## src/rtl/grad_dac_spi_seq_if.sv

```systemverilog
// Avalon-style register bus between a CPU master and the gradient DAC SPI sequencer.
interface grad_dac_spi_seq_if;
    logic        spi_select;
    logic [2:0]  mem_addr;
    logic        read_n;
    logic        write_n;
    logic [31:0] data_from_cpu;
    logic [31:0] data_to_cpu;

    modport master (
        output spi_select, mem_addr, read_n, write_n, data_from_cpu,
        input  data_to_cpu
    );

    modport slave (
        input  spi_select, mem_addr, read_n, write_n, data_from_cpu,
        output data_to_cpu
    );
endinterface

```

## src/rtl/grad_dac_spi_seq.sv

```systemverilog
// SPI master for gradient DACs: CPU-fed TX FIFO, per-word mode latching, and
// a LEAD/SHIFT/TRAIL/GAP framing FSM driving SCLK, MOSI and the slave selects.
module grad_dac_spi_seq #(
    parameter int DATA_WIDTH = 24,
    parameter int NUM_SLAVES = 4,
    parameter int FIFO_DEPTH = 16,
    parameter int DIV_WIDTH  = 16
) (
    input  logic                  clk,
    input  logic                  reset,
    grad_dac_spi_seq_if.slave     bus,
    output logic                  irq,
    output logic                  SCLK,
    output logic                  MOSI,
    input  logic                  MISO,
    output logic [NUM_SLAVES-1:0] SS_n
);
    localparam int AW = (FIFO_DEPTH > 1) ? $clog2(FIFO_DEPTH) : 1;
    localparam int LW = AW + 1;
    localparam int EW = $clog2(2 * DATA_WIDTH + 1);
    localparam logic [EW-1:0] LAST_EDGE  = EW'(2 * DATA_WIDTH);
    localparam logic [LW-1:0] FULL_LEVEL = LW'(FIFO_DEPTH);

    typedef enum logic [2:0] {IDLE, LEAD, SHIFT, TRAIL, GAP} state_e;
    state_e state_q, state_d;

    logic [6:0]            ctrl_q;
    logic [DIV_WIDTH-1:0]  clkdiv_q, divL_q, divCnt_q;
    logic [NUM_SLAVES-1:0] ssmask_q, ssn_q;
    logic [DATA_WIDTH-1:0] rxData_q, txShift_q, rxShift_q;
    logic [DATA_WIDTH-1:0] mem_q [FIFO_DEPTH];
    logic [AW-1:0]         rdPtr_q, wrPtr_q;
    logic [LW-1:0]         level_q;
    logic [EW-1:0]         edgeCnt_q;
    logic [31:0]           dataOut_q, readMux;
    logic rrdy_q, toe_q, roe_q, irq_q, cpolL_q, cphaL_q, sclk_q, mosi_q;

    logic wrEn, rdEn, txWr, statusWr, ctrlWr, divWr, maskWr, rxRd;
    logic fifoEmpty, fifoFull, busy, tmt, pushOk, dropEv;
    logic boundary, lastEdge, oddEdge, shiftNow, sampleNow;
    logic startWord, sclkEdge, wordDone;
    logic [DATA_WIDTH-1:0] head;
    logic unusedBits;

    assign wrEn     = bus.spi_select & ~bus.write_n;
    assign rdEn     = bus.spi_select & ~bus.read_n;
    assign txWr     = wrEn && (bus.mem_addr == 3'd1);
    assign statusWr = wrEn && (bus.mem_addr == 3'd2);
    assign ctrlWr   = wrEn && (bus.mem_addr == 3'd3);
    assign divWr    = wrEn && (bus.mem_addr == 3'd4);
    assign maskWr   = wrEn && (bus.mem_addr == 3'd5);
    assign rxRd     = rdEn && (bus.mem_addr == 3'd0);
    assign unusedBits = ^bus.data_from_cpu;

    assign fifoEmpty = (level_q == '0);
    assign fifoFull  = (level_q == FULL_LEVEL);
    assign busy      = (state_q != IDLE);
    assign tmt       = fifoEmpty & ~busy;
    assign head      = mem_q[rdPtr_q];
    // A push into a full FIFO survives only if the FSM frees a slot the same cycle.
    assign pushOk    = txWr && (!fifoFull || startWord);
    assign dropEv    = txWr && fifoFull && !startWord;

    assign boundary  = (divCnt_q == '0);
    assign lastEdge  = (edgeCnt_q == LAST_EDGE);
    assign oddEdge   = ~edgeCnt_q[0];
    assign shiftNow  = sclkEdge & (cphaL_q ? oddEdge : ~oddEdge);
    assign sampleNow = sclkEdge & (cphaL_q ? ~oddEdge : oddEdge);

    always_ff @(posedge clk) begin
        if (reset) state_q <= IDLE;
        else       state_q <= state_d;
    end

    always_comb begin
        state_d = state_q;
        case (state_q)
            IDLE:    if (!fifoEmpty) state_d = LEAD;
            LEAD:    if (boundary) state_d = SHIFT;
            SHIFT:   if (boundary && lastEdge) state_d = TRAIL;
            TRAIL:   if (boundary) state_d = GAP;
            GAP:     if (boundary) state_d = fifoEmpty ? IDLE : LEAD;
            default: state_d = IDLE;
        endcase
    end

    always_comb begin
        startWord = 1'b0;
        sclkEdge  = 1'b0;
        wordDone  = 1'b0;
        case (state_q)
            IDLE:    startWord = !fifoEmpty;
            LEAD:    sclkEdge  = boundary;
            SHIFT:   sclkEdge  = boundary && !lastEdge;
            TRAIL:   wordDone  = boundary;
            GAP:     startWord = boundary && !fifoEmpty;
            default: ;
        endcase
    end

    always_ff @(posedge clk) begin
        if (pushOk) mem_q[wrPtr_q] <= bus.data_from_cpu[DATA_WIDTH-1:0];
    end

    always_ff @(posedge clk) begin
        if (reset) begin
            rdPtr_q <= '0;
            wrPtr_q <= '0;
            level_q <= '0;
        end else begin
            if (pushOk)    wrPtr_q <= wrPtr_q + AW'(1);
            if (startWord) rdPtr_q <= rdPtr_q + AW'(1);
            level_q <= level_q + LW'(pushOk) - LW'(startWord);
        end
    end

    // A read racing a completion keeps RRDY and suppresses ROE.
    always_ff @(posedge clk) begin
        if (reset) begin
            ctrl_q   <= '0;
            clkdiv_q <= '0;
            ssmask_q <= NUM_SLAVES'(1);
            rxData_q <= '0;
            rrdy_q   <= 1'b0;
            toe_q    <= 1'b0;
            roe_q    <= 1'b0;
            irq_q    <= 1'b0;
        end else begin
            if (ctrlWr) ctrl_q   <= bus.data_from_cpu[6:0];
            if (divWr)  clkdiv_q <= bus.data_from_cpu[DIV_WIDTH-1:0];
            if (maskWr) ssmask_q <= bus.data_from_cpu[NUM_SLAVES-1:0];
            if (wordDone) rxData_q <= rxShift_q;
            rrdy_q <= wordDone | (rrdy_q & ~rxRd);
            roe_q  <= (roe_q & ~statusWr) | (wordDone & rrdy_q & ~rxRd);
            toe_q  <= (toe_q & ~statusWr) | dropEv;
            irq_q  <= (~fifoFull & ctrl_q[2]) | (rrdy_q & ctrl_q[3]) | (toe_q & ctrl_q[4])
                    | (roe_q & ctrl_q[5]) | (tmt & ctrl_q[6]);
        end
    end

    always_comb begin
        readMux = '0;
        case (bus.mem_addr)
            3'd0:    readMux = 32'(rxData_q);
            3'd2:    readMux = {25'd0, busy, tmt, toe_q, roe_q, rrdy_q, ~fifoFull, fifoEmpty};
            3'd3:    readMux = {25'd0, ctrl_q};
            3'd4:    readMux = 32'(clkdiv_q);
            3'd5:    readMux = 32'(ssmask_q);
            3'd6:    readMux = 32'(level_q);
            default: readMux = '0;
        endcase
    end

    always_ff @(posedge clk) begin
        if (reset) dataOut_q <= '0;
        else       dataOut_q <= rdEn ? readMux : '0;
    end

    // Mode, divider and mask are frozen per word so mid-frame CPU writes only affect the next one.
    always_ff @(posedge clk) begin
        if (reset) begin
            cpolL_q   <= 1'b0;
            cphaL_q   <= 1'b0;
            divL_q    <= '0;
            divCnt_q  <= '0;
            edgeCnt_q <= '0;
            txShift_q <= '0;
            rxShift_q <= '0;
            sclk_q    <= 1'b0;
            mosi_q    <= 1'b0;
            ssn_q     <= '1;
        end else if (startWord) begin
            cpolL_q   <= ctrl_q[0];
            cphaL_q   <= ctrl_q[1];
            divL_q    <= clkdiv_q;
            divCnt_q  <= clkdiv_q;
            edgeCnt_q <= '0;
            rxShift_q <= '0;
            sclk_q    <= ctrl_q[0];
            ssn_q     <= ~ssmask_q;
            txShift_q <= ctrl_q[1] ? head : {head[DATA_WIDTH-2:0], 1'b0};
            mosi_q    <= ctrl_q[1] ? 1'b0 : head[DATA_WIDTH-1];
        end else begin
            divCnt_q <= boundary ? divL_q : divCnt_q - DIV_WIDTH'(1);
            if (state_q == IDLE) sclk_q <= ctrl_q[0];
            if (sclkEdge) begin
                sclk_q    <= ~sclk_q;
                edgeCnt_q <= edgeCnt_q + EW'(1);
            end
            if (shiftNow) begin
                mosi_q    <= txShift_q[DATA_WIDTH-1];
                txShift_q <= {txShift_q[DATA_WIDTH-2:0], 1'b0};
            end
            if (sampleNow) rxShift_q <= {rxShift_q[DATA_WIDTH-2:0], MISO};
            if (wordDone)  ssn_q <= '1;
        end
    end

    assign bus.data_to_cpu = dataOut_q;
    assign irq  = irq_q;
    assign SCLK = sclk_q;
    assign MOSI = mosi_q;
    assign SS_n = ssn_q;
endmodule

```

## src/flat_wrapper.sv

```systemverilog
// flat-port wrapper written by rule: the top's interface ports become plain ports
module grad_dac_spi_seq_flat 
#(
    parameter int DATA_WIDTH = 24,
    parameter int NUM_SLAVES = 4,
    parameter int FIFO_DEPTH = 16,
    parameter int DIV_WIDTH  = 16
)
  (clk, reset, irq, SCLK, MOSI, MISO, SS_n, bus_spi_select, bus_mem_addr, bus_read_n, bus_write_n, bus_data_from_cpu, bus_data_to_cpu);
  grad_dac_spi_seq_if bus_i ();
  input  logic clk;
  input  logic reset;
  output logic irq;
  output logic SCLK;
  output logic MOSI;
  input  logic MISO;
  output logic [NUM_SLAVES-1:0] SS_n;
  input wire logic [$bits(bus_i.spi_select)-1:0] bus_spi_select;
  input wire logic [$bits(bus_i.mem_addr)-1:0] bus_mem_addr;
  input wire logic [$bits(bus_i.read_n)-1:0] bus_read_n;
  input wire logic [$bits(bus_i.write_n)-1:0] bus_write_n;
  input wire logic [$bits(bus_i.data_from_cpu)-1:0] bus_data_from_cpu;
  output wire logic [$bits(bus_i.data_to_cpu)-1:0] bus_data_to_cpu;
  assign bus_i.spi_select = bus_spi_select;
  assign bus_i.mem_addr = bus_mem_addr;
  assign bus_i.read_n = bus_read_n;
  assign bus_i.write_n = bus_write_n;
  assign bus_i.data_from_cpu = bus_data_from_cpu;
  assign bus_data_to_cpu = bus_i.data_to_cpu;
  grad_dac_spi_seq #(.DATA_WIDTH(DATA_WIDTH), .NUM_SLAVES(NUM_SLAVES), .FIFO_DEPTH(FIFO_DEPTH), .DIV_WIDTH(DIV_WIDTH)) u_core (.clk(clk), .reset(reset), .bus(bus_i), .irq(irq), .SCLK(SCLK), .MOSI(MOSI), .MISO(MISO), .SS_n(SS_n));
endmodule
```

## config.mk

```make
export PLATFORM = sky130hd
export DESIGN_NAME = grad_dac_spi_seq_flat
export DESIGN_NICKNAME = d
export VERILOG_FILES = /design/src/rtl/grad_dac_spi_seq_if.sv /design/src/rtl/grad_dac_spi_seq.sv /design/src/flat_wrapper.sv
export SDC_FILE = /design/constraint.sdc
export NUM_CORES = 1
export LEC_CHECK = 0
export ABC_AREA = 0
export CAP_MARGIN = 40
export CORE_MARGIN = 2
export CORE_UTILIZATION = 45
export CTS_CLUSTER_SIZE = 14
export DETAILED_ROUTE_END_ITERATION = 16
export PLACE_DENSITY = 0.62
export SETUP_SLACK_MARGIN = 0.3
export SYNTH_ARGS = -nofsm -noshare
export SYNTH_HDL_FRONTEND = slang
export SYNTH_SLANG_ARGS = --single-unit
```

## constraint.sdc

```tcl
create_clock -name clk -period 5.18 [get_ports clk]
set_clock_uncertainty 0.2 [all_clocks]
set_input_delay 1.036 -clock clk [delete_from_list [all_inputs] [get_ports clk]]
set_output_delay 1.036 -clock clk [all_outputs]
set_load 0.01 [all_outputs]
```

==> results of run 1 <==
-- final cells by class --
cell class                 count  share of cell area
multi-input combinational    920              0.2619
sequential                   576              0.5869
timing repair buffer         106             0.04096
clock buffer                  81             0.06378
clock inverter                26             0.01155
inverter                      20            0.002864
tap                          672             0.03208
-- metrics by stage --
stage	power (mW)	area, um^2	hold WS (ns)	cells
final	12.48	26210	0.2467	2401
after global routing	13.06	26210	0.2613	2401
after CTS	12.57	26210	0.2489	2401
after detailed placement	8.287	24240	0.2402	2294
after global placement	8.223	24170	0.2335	2290
after floorplan	7.578	22750	0.2273	1618
-- synth_stat cells (10+ instances only) --
master	n	area, um^2
a211oi_1	18	135.1
a21oi_1	109	545.5
a221oi_1	34	297.8
a22oi_1	34	255.2
and2_1	11	68.82
buf_2	22	110.1
buf_4	13	97.59
buf_6	10	112.6
clkbuf_1	47	176.4
dfxtp_1	192	3844
edfxtp_1	384	11530
ha_1	13	162.7
inv_1	20	75.07
mux2i_1	82	820.8
mux4_2	76	1712
nand2_1	189	709.4
nor2_1	143	536.8
nor3_1	26	130.1
o21ai_0	21	105.1
xor2_1	17	148.9
-- per-layer routing --
layer	GRT usage	vias up
li1	-	6219
met1	0.2758	6913
met2	0.3360	407
met3	0.02570	100
met4	0.06904	0
met5	0	-
-- path summary, 6_finish.rpt --
| check | to | depth (start not counted) | slack, ns |
|---|---|---|---|
| worst min register to register | u_core.rxData_q[20] | 2 | 0.25 |
| worst max register to register | u_core.mem_q[13][19] | 9 | 1.34 |
| worst min-delay path | u_core.rxData_q[20] | 2 | 0.25 |
| worst max-delay path | u_core.mem_q[13][19] | 9 | 1.34 |
-- logic make-up after synthesis --
kind of cell               count (synthesis)  share of synthesized area
DFF                                      576                     0.6766
adders and majority gates                 14                   0.008039
xor gates and xnor gates                  25                   0.009636
other                                      1                  0.0001650
AOI/OAI and AO/OA                        273                    0.07995
and+or+nand+nor                          439                    0.08529
buffers and inverters                    122                    0.02737
muxes                                    161                     0.1129
-- worst register-to-register path: stages, from the launching register on --
cell	delay [ns]
dfxtp_1	0.34
inv_1	0.09
ha_1	0.29
nor3b_1	0.29
nand4_2	0.45
a21o_1	0.41
a21oi_2	0.35
nand2_1	0.31
nor2_4	0.56
buf_12	0.26
-- flip-flops by register name, summed over array words and instances, names as in the netlist, named ones only --
signal and flops:
u_core.mem_q 384, u_core.bus.data_to_cpu 24, u_core.rxData_q 24, u_core.rxShift_q 24, u_core.txShift_q 24, u_core.clkdiv_q 16, u_core.divCnt_q 16, u_core.divL_q 16
u_core.ctrl_q 7, u_core.edgeCnt_q 6, u_core.level_q 5, u_core.SS_n 4, u_core.rdPtr_q 4, u_core.ssmask_q 4, u_core.wrPtr_q 4, u_core.state_q 3
u_core.MOSI 1, u_core.SCLK 1, u_core.cphaL_q 1, u_core.irq 1, u_core.roe_q 1, u_core.rrdy_q 1, u_core.toe_q 1
-- power by group through the flow --
stage               logic (mW)  clock network, mW  registers, mW
floorplan                 2.34                  0           5.24
global placement          2.85                  0           5.38
detailed placement        2.91                  0           5.38
CTS                       2.92               4.37           5.29
global route              3.20               4.55           5.31
finish                    2.91               4.29           5.28
==> results.md, run 1 <==
* CTS Hold Bufs at 0
* Crit-path max FO at 14
* Initial Utilization at 0.4548
* Net Sw Power at 3.704 mW
* Chip Height at 228.7 um
* Multi-input logic area at 0.006864 mm^2
* Drt total wl at 53.01 mm
* Top delay family on crit path: simple AND/OR/NAND/NOR gates
* Final WS setup at between 1 and 1.5 ns
* Starting DRT DRC Count at 1145
* First-pass GRT wire length at 80.99 mm
* Max-slew headroom at 0.3847
* Cells after Synth at 1611
* Post-route core utilization at 0.5246
* Routed length on met1 at 23.08 mm
* Unique masters post-synth at 67
* Worst path max stage delay at 0.55 ns
* Overflow left after global routing at 0
* Met3 Wirelength at about 2.6 mm
* Vias in the first global route at roughly 13000
* Async SR Flop Fraction at 0
* Fill cells at 4177
* Antenna violations before repair at 0
* Crit. End Element: flop
* Lkg Pwr at 8.487 nW
* CTS buffer count at 57
* Arrival @ worst endpoint at 3.95 ns
* Num rows at 82
* Sequential Power Share at 0.423
* IO buf count at between 60 and 70
* Mapped Area at around 0.023 mm^2
* Core ar. at between 0.04 and 0.05 mm^2
* Mapped Avg Cell Area at 14.10 um^2
* CTS root buf: clkbuf_16
* Crit path kind: reg -> reg
* TNS Setup at 0 ns
* Post-synth EDFFs at 384
* Tcrit/Tclk final at 0.7415
* Met2 wire length at 25.75 mm
* Drc violations at 0
* TritonCTS clock tree: done
* Comb power frac at 0.233
* Total power density per cell area at 476.1 mW/mm^2
* Slowest stage cell on the critical path: nor2_4
* Dominant synthesized flop cell: edfxtp_1
* Setup crit start kind: flop
* Synth Register Bits at around 580
* Status: finished, final reports clean
* Max_cap viols at 0
* Vias post-DR at roughly 14000
* Worst path buffer plus inverter count at 2
* P_int at 8.774 mW
* Hold Fails Final Rpt at 0
* Final #Nets at 1736
* Worst Tran Pin Value at around 0.92 ns
* Antenna cell count at 0
* Clock power share at 0.344
* Width of the die at 228.7 um
* Unrepaired setup endpoints after global routing: no
* Vias/cell at 5.681
* Num ports at 80
* Place WS at a little over 1 ns
* Worst skew pair latency at 0.63 ns
* Die ar. at 0.05231 mm^2
* Required time of the critical path at 5.29 ns
* Share of post-route cells with drive strength above 1 at 0.1434
* Post-DP HPWL at ~32 mm
* Largest net degree at the start of global routing at 77
* Worst IR Drop VDD at between 300 and 400 uV
* Most frequent cells in the layout: edfxtp_1 (384), dfxtp_1 (190), nand2_1 (189)
* Seq/Total Area, Yosys at 0.6766
* GRT Total Usage at 0.2022
* Setup Fix Bufs, Post-CTS at 0
* Clock Tree Buf Depth at 3
* # H-tree levels at 2
* Sw frac at 0.2969
* Worst hold path type: reg -> reg
* Detail Route Antenna Nets at 0
* Ys Warns at 0
* CP cell instances: inv_1 -> ha_1 -> nor3b_1 -> nand4_2 -> a21o_1 -> a21oi_2 -> nand2_1 -> nor2_4 -> buf_12
* CTS Sinks at 576
* Beginning of the critical path: u_core.divCnt_q[0]
* Commonest non-fill, non-tap cell in the layout: edfxtp_1
* Cts repair resizes at 0
* Final setup fails at 0
* Slew Limit Fails at 0
* RR Startpoint: u_core.divCnt_q[0]
* Worst-path clk slew at 0.06 ns
* Routed len/inst at 22.08 um
* Drt first pass iters at 6
* Routability cong. at roughly 0.85
* Register area at ~0.015 mm^2
* FMAX at 260.4 MHz
* Worst Hold Launch: u_core.rxData_q[20]
* Top Layer Used: met4
* Min cycle time layout at around 3.8 ns
* P&R area growth vs syn at 15.35%
Note: power is estimated with default switching activity, not from simulation.
==> run 2, diff against run 1 <==
- PLACE_DENSITY: 0.62 -> 0.64
- clock period: 5.18 -> 3.1 ns (I/O delays scaled with it)
==> run 2 against run 1 <==
- clock-buffer cell count shrank 2
- critical endpoint is now u_core.level_q[4]
- sequential share of layout area shrank 2.1 points
- cell area grew 3.6%
- critical path type unchanged
- wire length grew 3.8%
==> results.md, run 2 (synthesis gave the netlist of run 1 again) <==
* IO buf count at between 60 and 70
* Routability cong. at 0.8260
* Lkg Pwr at 8.894 nW
* Worst-path clk slew at 0.06 ns
* Largest net degree at the start of global routing at 69
* Vias post-DR at 13940
* Required time of the critical path at 3.46 ns
* RR Endpoint: u_core.level_q[4]
* FMAX at 357.8 MHz
* CTS Sinks at 576
* Arrival @ worst endpoint at 3.15 ns
* Hold slack at 0.2005 ns
* Worst skew pair latency at around 0.63 ns
* Width of the die at 228.7 um
* CTS buffer count at 58
* Slew Limit Fails at 0
* Beginning of the critical path: u_core.level_q[3]
* Crit. End Element: flop
* Max_cap viols at 0
* Crit path kind: reg -> reg
* Slowest stage cell on the critical path: or3_4
* Unrepaired setup endpoints after global routing: yes
* Total power density per cell area at 774.8 mW/mm^2
* Worst IR Drop VDD at 471.4 uV
* Fill cells at 4040
* Overflow left after global routing at 0
* Core ar. at around 0.050 mm^2
* Routed len/inst at 22.25 um
* Final setup fails at 0
* Pwr Total at between 20 and 25 mW
* Number of flip-flops in the largest register at between 300 and 400
* Largest Register: u_core.mem_q
* Drt total wl at 55.01 mm
* Antenna violations before repair at 1
* Worst Tran Pin Value at 0.8548 ns
* Drt first pass iters at 6
* Place WS at 0.03694 ns
* Max-slew headroom at 0.4283
* First-pass GRT wire length at 82.34 mm
* Status: finished, final reports clean
* Reg2Reg Setup Slack at a little over 0.3 ns
* Num rows at between 80 and 90
* Worst hold path type: in -> reg
* Hold Fails Final Rpt at 0
* CP cell instances: inv_2 -> ha_4 -> nor4b_4 -> or3_4 -> a21o_4 -> nand2_1 -> nand2_1 -> ha_2 -> inv_2 -> fa_2 -> inv_1 -> a21oi_1 -> nor2_1 -> or3_1 -> a21oi_1
* Min cycle time layout at 2.795 ns
* Detail Route Antenna Nets at 0
* CTS root buf: clkbuf_16
* Commonest non-fill, non-tap cell in the layout: edfxtp_1
* Share of post-route cells with drive strength above 1 at 0.1900
* Multi-input logic area at 0.007048 mm^2
* Starting DRT DRC Count at ~1300
* Drc violations at 0
* Vias/cell at between 5 and 6
* RR Startpoint: u_core.level_q[3]
* TritonCTS clock tree: done
* Tcrit/Tclk final at 0.9016
* TNS Setup at 0 ns
* Clock Tree Buf Depth at 3
* Num ports at 80
* Worst Setup EP: u_core.level_q[4]
* Most frequent cells in the layout: edfxtp_1 (384), dfxtp_1 (187), nand2_1 (185)
* Vias in the first global route at 13810
* Die ar. at 0.05231 mm^2
* Design Area, Final at 0.02717 mm^2
* R2r worst-path depth at 15
* Final #Nets at about 1800
* Setup crit start kind: flop
* Antenna cell count at 0
* Post-DP Area at 0.02503 mm^2
* Register area at approximately 0.015 mm^2
* # H-tree levels at 2
* GRT Total Usage at 0.2062
* Worst path max stage delay at 0.38 ns
* Chip Height at about 230 um
* Final WS setup at 0.3050 ns
* P&R area growth vs syn at 19.55%
* Initial Utilization at 0.4548
* Crit-path max FO at 4
* Post-DP HPWL at 34.25 mm
==> run 2: worst min-delay path by stage <==
stage	from	endpoint	slack (ns)	cells past startpoint
CTS	reset	u_core.ssmask_q[1]	0.16	2
global route	reset	u_core.ctrl_q[2]	0.20	2
floorplan	u_core.rxData_q[23]	u_core.rxData_q[23]	0.23	2
finish	reset	u_core.ssmask_q[1]	0.20	2
detailed placement	u_core.rxData_q[19]	u_core.rxData_q[19]	0.24	2
global placement	u_core.rxData_q[18]	u_core.rxData_q[18]	0.23	2
==> run 2: critical path, delay by kind of cell, from the launching register on <==
kind | cells | cell delay (ns)
simple gates | 6 | 1.06
compound gates | 3 | 0.46
flops | 1 | 0.33
buf+inv | 3 | 0.14
fa+ha+maj | 3 | 0.54
==> run 2: metal layers <==
layer | wire [um] | up-vias | GRT usage
met5 | 0 | - | 0
met3 | 3321 | 83 | 0.02857
li1 | - | 6363 | -
met1 | 23260 | 7061 | 0.2766
met2 | 26820 | 432 | 0.3439
met4 | 1613 | 0 | 0.07578
==> run 2: cell type report <==
class                   instances  area share
clock buffers                  79     0.05969
clock inverters                25    0.007692
inverters                      20    0.002763
multi-input cells             920      0.2594
flip-flops and latches        576      0.5664
well taps                     672     0.03095
repair buffers                180     0.07309
==> run 2: per-stage QoR <==
stage / cells / util
final: 2472 / 0.5437
after CTS: 2459 / 0.5385
after detailed placement: 2353 / 0.5010
after global placement: 2352 / 0.5008
after floorplan: 1618 / -
after global routing: 2472 / 0.5437
==> run 2: where the power goes <==
group	total [mW]	internal, mW	switching, mW
clock network	6.72	3.83	2.90
logic	5.58	2.38	3.20
registers	8.74	8.44	0.300
total	21.0	14.7	6.40
==> run 2: repair_timing <==
| action | in CTS | in global routing |
|---|---|---|
| gates resized for setup | 5 | 10 |
| setup buffers | 2 | 8 |
| setup endpoints to repair | 86 | 101 |
| cloned | 0 | 5 |
| pin swaps | 3 | 5 |
| endpoints found under the hold margin | 0 | 0 |
| hold buffers | 0 | 0 |
==> run 3, diff against run 2 <==
- CTS_CLUSTER_SIZE: 14 -> default
==> results of run 3 <==
Same layout as run 2: the final DEF is identical, and so are final timing and power.
==> patch 1, RTL diff (settings of run 1) <==
Encoding of `state_e`: now one-hot (5 bits for 5 states).
--- a/src/rtl/grad_dac_spi_seq.sv
+++ b/src/rtl/grad_dac_spi_seq.sv
@@ -23,3 +23,3 @@
 
-    typedef enum logic [2:0] {IDLE, LEAD, SHIFT, TRAIL, GAP} state_e;
+    typedef enum logic [4:0] {IDLE = 5'b00001, LEAD = 5'b00010, SHIFT = 5'b00100, TRAIL = 5'b01000, GAP = 5'b10000} state_e;
     state_e state_q, state_d;
Formal check against the unedited RTL: no difference found for any inputs over 4 cycles, from zero or initial values and one cycle with reset high; so few cycles prove little.
==> patch 1 against run 1 <==
Worst setup slack got worse by 56 ps; area after synthesis increased by 1.3%; routed wire length grew 3.3%; sequential cell count rose by 2; critical path type unchanged; largest power group unchanged; total power is essentially flat; largest cell class unchanged; cell area up 1.4%.
==> patch 1: results (changes against run 1) <==
Global routing
  • GRT Resource Usage Total: 20.78% (+0.56 points)
  • Grt met3 use: 3.249% (+0.68 points)
  • First-pass GRT wire length: 83.32 mm (+2.9%)
  • Vias in the first global route: 13,650 (+2.1%)
  • Initial antenna violation count: 1 (+1)
  • Largest net degree at the start of global routing: 80 (+3.9%)
  • GR met1 Demand/Resource: 28.17% (+0.59 points)
  • GR Util met2: 34.54% (+0.94 points)

Power and ir drop
  • IR drop worst, VDD: 0.3117 mV (+0.81%)
  • P_leak: 8.645 nW (+1.9%)
  • Internal power: 8.867 mW (+1.1%)
  • Net Sw Power: 3.609 mW (-2.6%)

Clock tree
  • Clock tree buffer depth: 3 (unchanged)
  • Post-CTS Setup Inserts: 0 (unchanged)
  • CTS Buf Count: 58 (+1.8%)

Worst setup path
  • Critical Path AT: 4010 ps (+60 ps)
  • R2R Setup Slk: 1280 ps (-60 ps)
  • Delay of the slowest cell on the worst path: 550 ps (about the same)
  • Slowest cell on the critical path: nor2_4
  • R2r endpoint: u_core.mem_q[4][19]

Drt
  • Wire length after detailed routing: 54.77 mm (+3.3%)
  • Top sig layer: met5
  • Starting DRT DRC Count: 1,248 (+9.0%)
  • Initial DRT Pass Iterations: 5 (-1)
  • Met3 wire len: 2.959 mm (+13%)
  • M1 WL: 23.70 mm (+2.7%)
  • Met2 wire len: 26.75 mm (+3.9%)
  • Vias/cell: 5.708 (+0.49%)

Placement
  • Gp weighted congestion: 0.8135 (-4.4%)
  • Port Buf Inserts: 63 (unchanged)
  • Post-DP Area: 0.02456 mm² (+1.3%)
  • Placed Instances: 2,326 (+1.4%)
  • DP HPWL: 33.14 mm (+2.2%)

Final layout
  • Layout cell share with drive strength beyond 1: 15.71% (+1.4 points)
  • Post-layout net count: 1,770 (+2.0%)
  • Top reg by flops: u_core.mem_q
  • Filler cell count in the final layout: 4,100 (-1.8%)
  • Ant diodes: 0 (unchanged)
  • Non-Filler Instances: 2,435 (+1.4%)

Synth
  • Most common library cells after synthesis: edfxtp_1, nand2_1, dfxtp_1
  • Distinct cells, synth: 80 (+19%)
  • Largest cells by area after synthesis: edfxtp_1, dfxtp_1, mux4_2, nand2_1, a21oi_1
  • Cells after Synth: 1,640 (+1.8%)
  • Post-synth EDFFs: 384 (unchanged)
  • Seq/Total Area, Yosys: 66.95% (-0.71 points)
  • Fraction of registers with async set/reset: 0% (unchanged)

Run status
  • Status: finished, final reports clean

Worst hold path
  • Hold Crit Start: u_core.rxData_q[17]
  • Worst Hold End: u_core.rxData_q[17]

Timing
  • Tightest Pin Transition: 942.7 ps (+23.06 ps)
  • Hold slack: 247.1 ps (+0.3600 ps)
[patch 1: cell types whose count changed in the layout (fill, tap and decap cells not counted), moves of 9 or more]
cell      change
nand2_1      +43
nor2_1       -45
and3_1        +9
a211oi_1     -11
mux2i_1      -26
nand3_1      +12
a21oi_1      +21
a22o_1       +18
o211ai_1      +9
a221oi_1     -18
[patch 1: cells by family after synthesis]
family                   synth area share, %
flip-flops                             66.95
other                                0.01629
buffers and inverters                  2.571
AO/OA/AOI/OAI                          8.782
adder cells (fa/ha/maj)               0.8478
multiplexers                           10.75
AND/OR/NAND/NOR                        9.054
XOR/XNOR                               1.027
[patch 1: how the worst max path moves through the flow]
stage	to	slack (ps)	startpoint	depth (start not counted)
2_1_floorplan	u_core.mem_q[0][0]	760	bus_mem_addr[0]	7
3_3_place_gp	u_core.mem_q[5][4]	1100	bus_mem_addr[1]	9
3_5_place_dp	u_core.mem_q[4][19]	1060	bus_mem_addr[1]	9
4_1_cts	u_core.mem_q[4][19]	1300	u_core.divCnt_q[0]	9
5_1_grt	u_core.mem_q[4][4]	1130	u_core.divCnt_q[2]	7
6_report	u_core.mem_q[4][19]	1280	u_core.divCnt_q[0]	9
[patch 1: final cells by class]
type / instances / share of cell area (%)
Inverter: 21 / 0.2966
Clock buffer: 76 / 6.069
Tap cell: 672 / 3.164
Timing Repair Buffer: 108 / 3.988
Sequential cell: 578 / 58.02
Clock inverter: 33 / 1.516
Multi-Input combinational cell: 947 / 26.94
[patch 1: metrics by stage]
stage | setup WS (ps) | util, %
6_report | 1283 | 52.75
5_1_grt | 1130 | 52.75
4_1_cts | 1298 | 52.75
3_5_place_dp | 1059 | 48.75
3_3_place_gp | 1099 | 48.62
2_1_floorplan | 755.3 | -
==> patch 2, RTL diff (settings of run 1) <==
Without the edit above. `DIV_WIDTH` is set to 16 in 2 places; all go to 32.
--- a/src/rtl/grad_dac_spi_seq.sv
+++ b/src/rtl/grad_dac_spi_seq.sv
@@ -6,3 +6,3 @@
     parameter int FIFO_DEPTH = 16,
-    parameter int DIV_WIDTH  = 16
+    parameter int DIV_WIDTH  = 32
 ) (
--- a/src/flat_wrapper.sv
+++ b/src/flat_wrapper.sv
@@ -6,3 +6,3 @@
     parameter int FIFO_DEPTH = 16,
-    parameter int DIV_WIDTH  = 16
+    parameter int DIV_WIDTH  = 32
 )
Function: changed (a bounded check fails within 4 cycles, from zero or initial values and one cycle with reset high).
==> patch 2 against run 1 <==
Total power grew 14%; die area grew 11%; cell area up 12%; via count grew 15%; sequential cell count increased by 56; core utilization is 0.55 points higher; clock power up 7.5%; routed wire length increased by 18%; synthesized cell count grew 16%; sequential power grew 11%; non-clock buffer count is 42 higher; worst setup slack got worse by 440 ps; area after synthesis is 11% higher; critical path type unchanged; critical endpoint is now u_core.level_q[4].
==> patch 2: results (changes against run 1) <==
Run status
  • Status: finished, final reports clean

Global routing
  • GRT Resource Usage Total: 21.93% (+1.7 points)
  • Vias in the first global route: 15,400 (+15%)
  • Largest net degree at the start of global routing: 74 (-3.9%)
  • First-pass GRT wire length: 94.49 mm (+17%)
  • Initial antenna violation count: 0 (unchanged)

Drt
  • Initial DRT Pass Iterations: 5 (-1)
  • Vias post-DR: 15,660 (+15%)
  • Post-DR wirelength/cell: 22.69 µm (+2.8%)
  • Vias/cell: 5.681 (about the same)
  • Starting DRT DRC Count: 1,583 (+38%)

Placement
  • DP HPWL: 40.17 mm (+24%)
  • Gp weighted congestion: 0.8431 (-0.93%)
  • Port Buf Inserts: 79 (+25%)
  • Placed Instances: 2,636 (+15%)

Synth
  • Most common library cells after synthesis: edfxtp_1, nand2_1, dfxtp_1
  • Multiplexer area fraction after synthesis: 11.29% (about the same)
  • Cells after Synth: 1,868 (+16%)
  • Distinct cells, synth: 68 (+1.5%)
  • Most used DFF post-synth: edfxtp_1
  • Fraction of registers with async set/reset: 0% (unchanged)
  • Warnings from Yosys: 0 (unchanged)
  • Synth Area in Compound Gates: 9.306% (+1.3 points)
  • Adder-cell share of the synthesized area: 0.7231% (-0.081 points)
  • Largest cells by area after synthesis: edfxtp_1, dfxtp_1, mux4_2, nand2_1, a21oi_1
  • Xor/xnor share of the synthesized area: 1.387% (+0.42 points)
  • Seq/Total Area, Yosys: 65.29% (-2.4 points)

Clock tree
  • Post-CTS sizing: 0 (unchanged)
  • Root Driver: clkbuf_16
  • H-tree lvl count: 3 (+1)
  • Post-CTS Setup Inserts: 0 (unchanged)
  • Clock slew at reported path FFs: 60 ps (about the same)
  • Clock Latency Late Sink: 610 ps (-20 ps)
  • CTS Buf Count: 68 (+19%)
  • CTS Hold Bufs: 0 (unchanged)

Worst hold path
  • Min-delay worst type: flop to flop
  • Hold depth: 2 (unchanged)

Final layout
  • Ant diodes: 0 (unchanged)
  • Max reg flops: 384 (unchanged)
  • Layout cell share with drive strength beyond 1: 15.53% (+1.2 points)
  • Top reg by flops: u_core.mem_q
  • Post-layout net count: 2,013 (+16%)
  • Filler cell count in the final layout: 4,703 (+13%)

Power and ir drop
  • Switching part of the total: 31.35% (+1.7 points)
  • P_leak: 9.459 nW (+11%)
  • IR drop worst, VDD: 0.2993 mV (-3.2%)

Timing
  • Hold Violations, Final: 0 (unchanged)
  • Slew margin rel.: 33.61% (-4.9 points)

Worst setup path
  • Worst-path maximum fanout: 19 (+5)
  • R2R depth: 10 (+1)
  • Critical Path AT: 4550 ps (+600 ps)
patch 2: cell count changes after synthesis, sizes merged, moves of 21 or more:
cell,before,now
a21oi,111,152
nand2,189,266
o22ai,7,50
nor2,143,103
a221oi,34,4
clkbuf,48,80
a22o,5,46
mux2i,82,61
dfxtp,192,248
patch 2: layout make-up:
cell class                 count  area, µm²  area share [%]
timing repair buffer         148       1531           5.224
clock buffer                  87       1823           6.219
inverter                      13      48.80          0.1665
sequential                   632      16500           56.30
clock inverter                34      294.0           1.003
multi-input combinational   1095       8177           27.89
tap                          748      935.9           3.193
patch 2: path summary, 6_finish.rpt:
kind	start	to	slack (ps)
min	u_core.rxData_q[9]	u_core.rxData_q[9]	250
max reg2reg	u_core.divCnt_q[3]	u_core.level_q[4]	890
max	u_core.divCnt_q[3]	u_core.level_q[4]	890
min reg2reg	u_core.rxData_q[9]	u_core.rxData_q[9]	250
patch 2: logic make-up (layout without fill, tap and decap cells):
logic type | after synthesis | count (layout)
xor+xnor | 40 | 40
buf+inv | 141 | 282
mux | 164 | 164
simple gates | 533 | 533
compound gates | 344 | 344
fa+ha+maj | 14 | 14
flops | 632 | 632
patch 2: critical path, stage by stage (launching register included):
cell and delay, ps:
dfxtp_1 350, or4_1 670, or4_1 640, or3_1 770
a31oi_4 630, ha_1 290, fa_1 220, a21oi_1 80
nor2_1 110, or3_1 120, a21oi_1 60
patch 2: metrics by stage:
stage	area [µm²]	setup slack [ps]	hold slack (ps)	util [%]	total power, mW
global route	29310	670.2	270.2	53.00	14.88
CTS	29310	928.9	250.6	53.00	14.32
finish	29310	894.1	248.8	53.00	14.22
floorplan	25260	429.9	231.5	-	8.627
detailed placement	27200	861.1	244.0	49.17	9.691
global placement	26810	850.2	238.2	48.48	9.566
patch 2: metal layers:
| metal | vias up | track usage [%] | wire [µm] |
|---|---|---|---|
| met4 | 0 | 7.707 | 1947 |
| li1 | 7196 | - | - |
| met5 | - | 0 | 0 |
| met1 | 7842 | 30.84 | 27560 |
| met2 | 521 | 34.74 | 29430 |
| met3 | 104 | 3.489 | 3622 |
patch 2: power groups by stage:
stage | sequential (mW) | clock (mW) | combinational [mW]
after floorplan | 5.82 | 0 | 2.80
after global placement | 6.05 | 0 | 3.51
after detailed placement | 5.96 | 0 | 3.73
after CTS | 5.86 | 4.71 | 3.75
after global routing | 5.90 | 4.91 | 4.06
final | 5.86 | 4.61 | 3.75
